**config.mk**
```make
export PLATFORM = sky130hd
export DESIGN_NAME = pipe_skid_buf
export DESIGN_NICKNAME = d
export VERILOG_FILES = /design/src/rtl/pipe_skid_buf.sv
export SDC_FILE = /design/constraint.sdc
export NUM_CORES = 1
export LEC_CHECK = 0
export ABC_CLOCK_PERIOD_IN_PS = 2250
export CAP_MARGIN = 10
export CELL_PAD_IN_SITES_DETAIL_PLACEMENT = 1
export CELL_PAD_IN_SITES_GLOBAL_PLACEMENT = 1
export CORE_MARGIN = 5
export CORE_UTILIZATION = 36
export CTS_CLUSTER_DIAMETER = 120
export DETAILED_ROUTE_END_ITERATION = 8
export PLACE_DENSITY = 0.77
export RECOVER_POWER = 25
export SYNTH_ARGS = -nofsm -noshare
export SYNTH_HDL_FRONTEND = slang
export SYNTH_SLANG_ARGS = --single-unit
```
**constraint.sdc**
```tcl
create_clock -name CLK -period 2.25 [get_ports CLK]
set_clock_uncertainty 0.05 [all_clocks]
set_input_delay 0.225 -clock CLK [delete_from_list [all_inputs] [get_ports CLK]]
set_output_delay 0.225 -clock CLK [all_outputs]
set_load 0.01 [all_outputs]
```
**src/rtl/pipe_skid_buf.sv**
```systemverilog
// pipe_skid_buf: two-entry elastic pipeline stage (main + skid register)
// with valid/ready handshakes on both sides, an occupancy output and a
// saturating stall-cycle counter.
// Optional build macro PIPE_SKID_FLUSH_EN adds a FLUSH input that empties
// the stage without touching the stall counter.
module pipe_skid_buf #(
  parameter int WIDTH = 32,
  parameter int CNT_W = 16
) (
  input  logic             CLK,
  input  logic             RST,
`ifdef PIPE_SKID_FLUSH_EN
  input  logic             FLUSH,
`endif
  input  logic             IN_VALID,
  output logic             IN_READY,
  input  logic [WIDTH-1:0] IN_DATA,
  output logic             OUT_VALID,
  input  logic             OUT_READY,
  output logic [WIDTH-1:0] OUT_DATA,
  output logic [1:0]       COUNT,
  output logic [CNT_W-1:0] STALL_CNT
);

  typedef enum logic [1:0] {
    ST_EMPTY = 2'd0,
    ST_ONE   = 2'd1,
    ST_TWO   = 2'd2
  } state_t;

  state_t           r_state;
  state_t           w_state_next;
  logic [WIDTH-1:0] r_main;
  logic [WIDTH-1:0] r_skid;
  logic [CNT_W-1:0] r_stall_cnt;

  logic w_flush;
  logic w_in_fire;
  logic w_out_fire;
  logic w_ld_main_in;
  logic w_ld_main_skid;
  logic w_ld_skid;

`ifdef PIPE_SKID_FLUSH_EN
  assign w_flush = FLUSH;
`else
  assign w_flush = 1'b0;
`endif

  // Ready depends only on state (plus reset/flush), never on OUT_READY,
  // so no combinational path runs from the consumer back to the producer.
  assign IN_READY   = ~RST & ~w_flush & (r_state != ST_TWO);
  assign OUT_VALID  = (r_state != ST_EMPTY);
  assign OUT_DATA   = r_main;
  assign COUNT      = r_state;
  assign STALL_CNT  = r_stall_cnt;

  assign w_in_fire  = IN_VALID & IN_READY;
  assign w_out_fire = OUT_VALID & OUT_READY;

  // State register; reset discards everything in flight.
  always_ff @(posedge CLK) begin
    if (RST) begin
      r_state <= ST_EMPTY;
    end else begin
      r_state <= w_state_next;
    end
  end

  // Next-state and register load selection from the two handshakes.
  always_comb begin
    w_state_next   = r_state;
    w_ld_main_in   = 1'b0;
    w_ld_main_skid = 1'b0;
    w_ld_skid      = 1'b0;
    if (w_flush) begin
      // Contents are abandoned in place; only the occupancy is cleared.
      w_state_next = ST_EMPTY;
    end else begin
      case (r_state)
        ST_EMPTY: begin
          if (w_in_fire) begin
            w_ld_main_in = 1'b1;
            w_state_next = ST_ONE;
          end
        end
        ST_ONE: begin
          if (w_in_fire && w_out_fire) begin
            w_ld_main_in = 1'b1;
          end else if (w_in_fire) begin
            w_ld_skid    = 1'b1;
            w_state_next = ST_TWO;
          end else if (w_out_fire) begin
            w_state_next = ST_EMPTY;
          end
        end
        ST_TWO: begin
          if (w_out_fire) begin
            w_ld_main_skid = 1'b1;
            w_state_next   = ST_ONE;
          end
        end
        default: begin
          w_state_next = ST_EMPTY;
        end
      endcase
    end
  end

  // Data registers: main is the head of the queue, skid holds the second word.
  always_ff @(posedge CLK) begin
    if (RST) begin
      r_main <= '0;
      r_skid <= '0;
    end else begin
      if (w_ld_main_in) begin
        r_main <= IN_DATA;
      end else if (w_ld_main_skid) begin
        r_main <= r_skid;
      end
      if (w_ld_skid) begin
        r_skid <= IN_DATA;
      end
    end
  end

  // Stall counter: counts edges where a word is offered but not taken,
  // saturating at all-ones; a flush cycle leaves it untouched.
  always_ff @(posedge CLK) begin
    if (RST) begin
      r_stall_cnt <= '0;
    end else if (!w_flush && OUT_VALID && !OUT_READY && (r_stall_cnt != {CNT_W{1'b1}})) begin
      r_stall_cnt <= r_stall_cnt + 1'b1;
    end
  end

endmodule

```
; Word-level counts from Yosys, hierarchy flattened
; Cells that the tools add are included.
; W data, S select, Z words.
[totals]
reg_bits = 82
[op_classes]
eq_ne = 8
n_reduce_logical = 8
n_bitwise = 4
addsub = 1
mux = 15
[ops]
columns = cell, count
row1 = $mux W32, 2
row2 = $add A16 B1 Y16 const B, 1
row3 = $ne A16 B16 Y1 const B, 1
row4 = $mux W2, 5
row5 = $ne A2 B2 Y1 const B, 4
row6 = $mux W1, 6
row7 = $pmux W2 S3, 1
row8 = $reduce_and A4 Y1, 1
row9 = $reduce_bool A2 Y1, 2
row10 = $and A1 B1 Y1, 3
row11 = $logic_and A1 B1 Y1, 3
row12 = $ne A3 B3 Y1 const B, 1
row13 = $eq A2 B1 Y1 const B, 1
row14 = $eq A2 B2 Y1 const B, 1
row15 = $logic_not A2 Y1, 1
row16 = $pmux W1 S2, 1
row17 = $logic_not A1 Y1, 1
row18 = $not A1 Y1, 1

; Logic depth before layout (Yosys ltp)
[depth]
word_depth = 7
depth_mapped = 7
ltp_nobuf = 4

; Worst setup path after synthesis
; Ideal clock, no wire load.
[synth_timing]
path_kind = flip-flop to flip-flop
start = register r_stall_cnt[0] (netlist: STALL_CNT[0])
end = register r_stall_cnt[4] (netlist: STALL_CNT[4])
setup_time_ps = 121
synth_period_minus_slack_ps = 1702
required_ps = 2079
path_stages_with_launch = 6
path_slack_ps = 548
arrival_time_ps = 1531
path_buffers = 1
path_cell_list = dfxtp_1 > ha_1 > and4_1 > buf_2 > a211oi_1 > mux2_2
[synth_between]
elab_chain_cells = 2
elab_cells_between_ends = 3
[synth_rtl]
columns = item, line_no
row1 = start: declaration, 35  ; logic [CNT_W-1:0] r_stall_cnt;
row2 = start signal: assignment, 133  ; r_stall_cnt <= r_stall_cnt + 1'b1;
row3 = branches (longest 2 deep; another with $add A16 B1 Y16), -
; Several ways; the timed one is not identified.
; A chain may end at the register's enable or synchronous reset.

; Worst setup path in the final report
[layout_timing]
start = register r_stall_cnt[13] (netlist: STALL_CNT[13])
end = register r_stall_cnt[9] (netlist: STALL_CNT[9])
[layout_between]
elab_chain_cells = 2
[layout_rtl]
columns = item, line_no
row1 = $ne A16 B16 Y1, 132  ; end else if (!w_flush && OUT_VALID && !OUT_READY && (r_stall_cnt != {CNT_W{1'b1}})) begin
row2 = $logic_and A1 B1 Y1, 132
; No other way between the ends.

==> results.yml <==
outcome:
  outcome: "finished clean"
clock_network:
  cts_max_path_buffers: 2
  cts_hold_buf: 0
  worstSkewPairLatency_ns: 0.34
  cts_max_level: 3
  cts_tree: "yes"
  numCtsBuffers: 9
  cts_sinks: 82
  ctsResizeCount: 0
  postCtsSetupBuffers: 0
  clkTransAtPathRegs_ns: 0.08
  cts_root_buf: "clkbuf_8"
grt:
  grt_pass1_wl_mm: 17.4
  track_usage_pct: 18.3
  antenna_found_initial: 0
  grt.overflow.total: 0
  grt_start_max_net_pins: 53
  first_global_vias: 3617
yosys:
  ys_ff_latch: 82
  ys_seq_area_share_pct: 46.5
  ys.flop_type: "dfxtp_1"
  ys_warn_count: 0
  syn_avg_cell_area_sq_um: 8.02
  syn_nets: 477
  synth_area_sq_mm: 0.00353
  synth_edf_count: 0
  yosys-top-cells-area: "dfxtp_1, nand2_1, a311oi_1"
  synthArstFlopShare_pct: 0
  synth.largest_area_cell: "dfxtp_1"
  yosysTopAreaCellShare_pct: 46.5
  synthDistinctLibCells: 35
  syn_inst: 440
worst_setup_path:
  r2r_cells: 4
  critPathLaunchType: "flip-flop"
  end_kind: "flip-flop"
  critPathKind: "flip-flop to flip-flop"
  worst-endpoint-arrival_ns: 2.08
  worst-path-max-fanout: 11
  r2r_setup_slack_ns: 0.36
  cp.required_ns: 2.44
sta:
  hold_viol_final: 0
  fmax_ghz: 0.528
  finalSetupTns_ns: 0
  period_share_pct: 84.2
  rsz0062_at_grt: "no"
  layout_setup_ws_ns: 0.356
  slew_viol_final: 0
  min_period_ns: 1.89
  worst_slew_pin_slew_ns: 0.537
  slew_headroom_pct: 64.2
  setup_viol: 0
detailed_routing:
  dr.pass1.iters: 4
  wirelength_mm: 10.3
  num_vias: 3485
  drt-initial-drc-count: 85
  drc: 0
  via_per_inst: 5.35
  ant_nets: 0
  wire_per_inst_um: 15.8
placed_design:
  hpwl_mm: 7.01
  dp.cells: 636
  place.gp.congestion: 0.758
  port_buffers: 87
  dp_slack_ns: 0.234
cells_and_area:
  final_cell_mix: "nand2_1, dfxtp_1, clkdlybuf4s50_1"
  area_growth_pct: 35.6
  final_common_cell: "nand2_1"
  diodes: 0
  drive_above_1_share_pct: 8.29
  fin_cells: 652
  layout.nets: 551
job:
  maxCapViolCount: 0
hold_path:
  hold_depth: 3
  min_path_type: "input pin to flip-flop"
floorplanning:
  pin_count: 88
  start_util_pct: 36.5
  die_h_um: 109
  die_w_um: 109
  core-area_sq_mm: 0.00968
  dieArea_sq_mm: 0.0119
  rows: 36
pwr:
  p_leak_uw: 0.00168
  power_density_mw_per_mm2: 688
  ir_drop_uv: 351
-- flip-flops by register name, indices dropped and copies added, names as in the netlist --
signal,count
OUT_DATA,32
r_skid,32
STALL_CNT,16
COUNT,2
-- cell usage after synthesis (all sizes together), types with 2 or more instances --
master and number:
a211oi 2, a21oi 46, a311oi 32, and3 2
and4 5, buf 16, clkbuf 21, dfxtp 82
mux2 7, nand2 102, nand2b 4, nand3 38
nand4 5, nor2 42, nor2b 8, nor3 2
o31ai 4, o41ai 3, or4 6
-- layer usage --
metal	vias to the layer above	wire length [um]	global-route usage (%)	share of wire [%]
li1	1705	-	-	-
met1	1695	4470	22.1	43
met2	77	5290	32.6	51
met3	8	464	4.09	4.5
met4	0	93	4.51	0.90
met5	-	0	0	0
-- report_power, final --
group | internal [uW] | total (uW) | switching, uW | leakage, uW
Clock | 854 | 1400 | 542 | 0.000127
Combinational | 183 | 365 | 181 | 0.000883
Sequential | 1500 | 1530 | 29.3 | 0.000667
Total | 2540 | 3300 | 753 | 0.00168
-- area by class of cell --
type / count / area [sq um]
clock inverters: 6 / 136
well taps: 133 / 166
flip-flops and latches: 82 / 1640
repair buffers: 100 / 976
fillers: 1163 / 4890
multi-input cells: 320 / 1740
clock buffers: 10 / 128
inverters: 1 / 3.75
-- worst max-delay path, cell delays in order, from the launching register on --
cell and delay, ns:
dfxtp_1 0.37, and4_1 0.24, and4_1 0.34, a2111oi_2 0.42, mux2_2 0.37
-- per-stage QoR --
| step | util, % | total power (uW) | hold slack, ns | area (sq um) |
|---|---|---|---|---|
| finish | 49.5 | 3300 | 0.379 | 4790 |
| CTS | 49.5 | 3350 | 0.365 | 4790 |
| global placement | 46.7 | 1940 | 0.392 | 4530 |
| floorplan | - | 1730 | 0.311 | 3530 |
| global route | 49.5 | 3450 | 0.399 | 4790 |
| detailed placement | 46.7 | 1950 | 0.400 | 4530 |
-- cell families after synthesis --
group                      count (synthesis)  synth area share [%]
and+or+nand+nor                          219                  28.0
adders and majority gates                  1                 0.354
DFF                                       82                  46.5
AOI/OAI and AO/OA                         92                  18.0
muxes                                      8                  2.52
buffers and inverters                     38                  4.64
-- worst paths after layout --
| path | startpoint | to |
|---|---|---|
| worst max-delay path | STALL_CNT[13]$_SDFFE_PP0P_ | STALL_CNT[9]$_SDFFE_PP0P_ |
| worst min-delay path | RST | COUNT[0]$_SDFFE_PP0P_ |
| worst max register to register | STALL_CNT[13]$_SDFFE_PP0P_ | STALL_CNT[9]$_SDFFE_PP0P_ |
| worst min register to register | r_skid[0]$_SDFFE_PP0P_ | r_skid[0]$_SDFFE_PP0P_ |
Power figures use the tool's default switching activity.
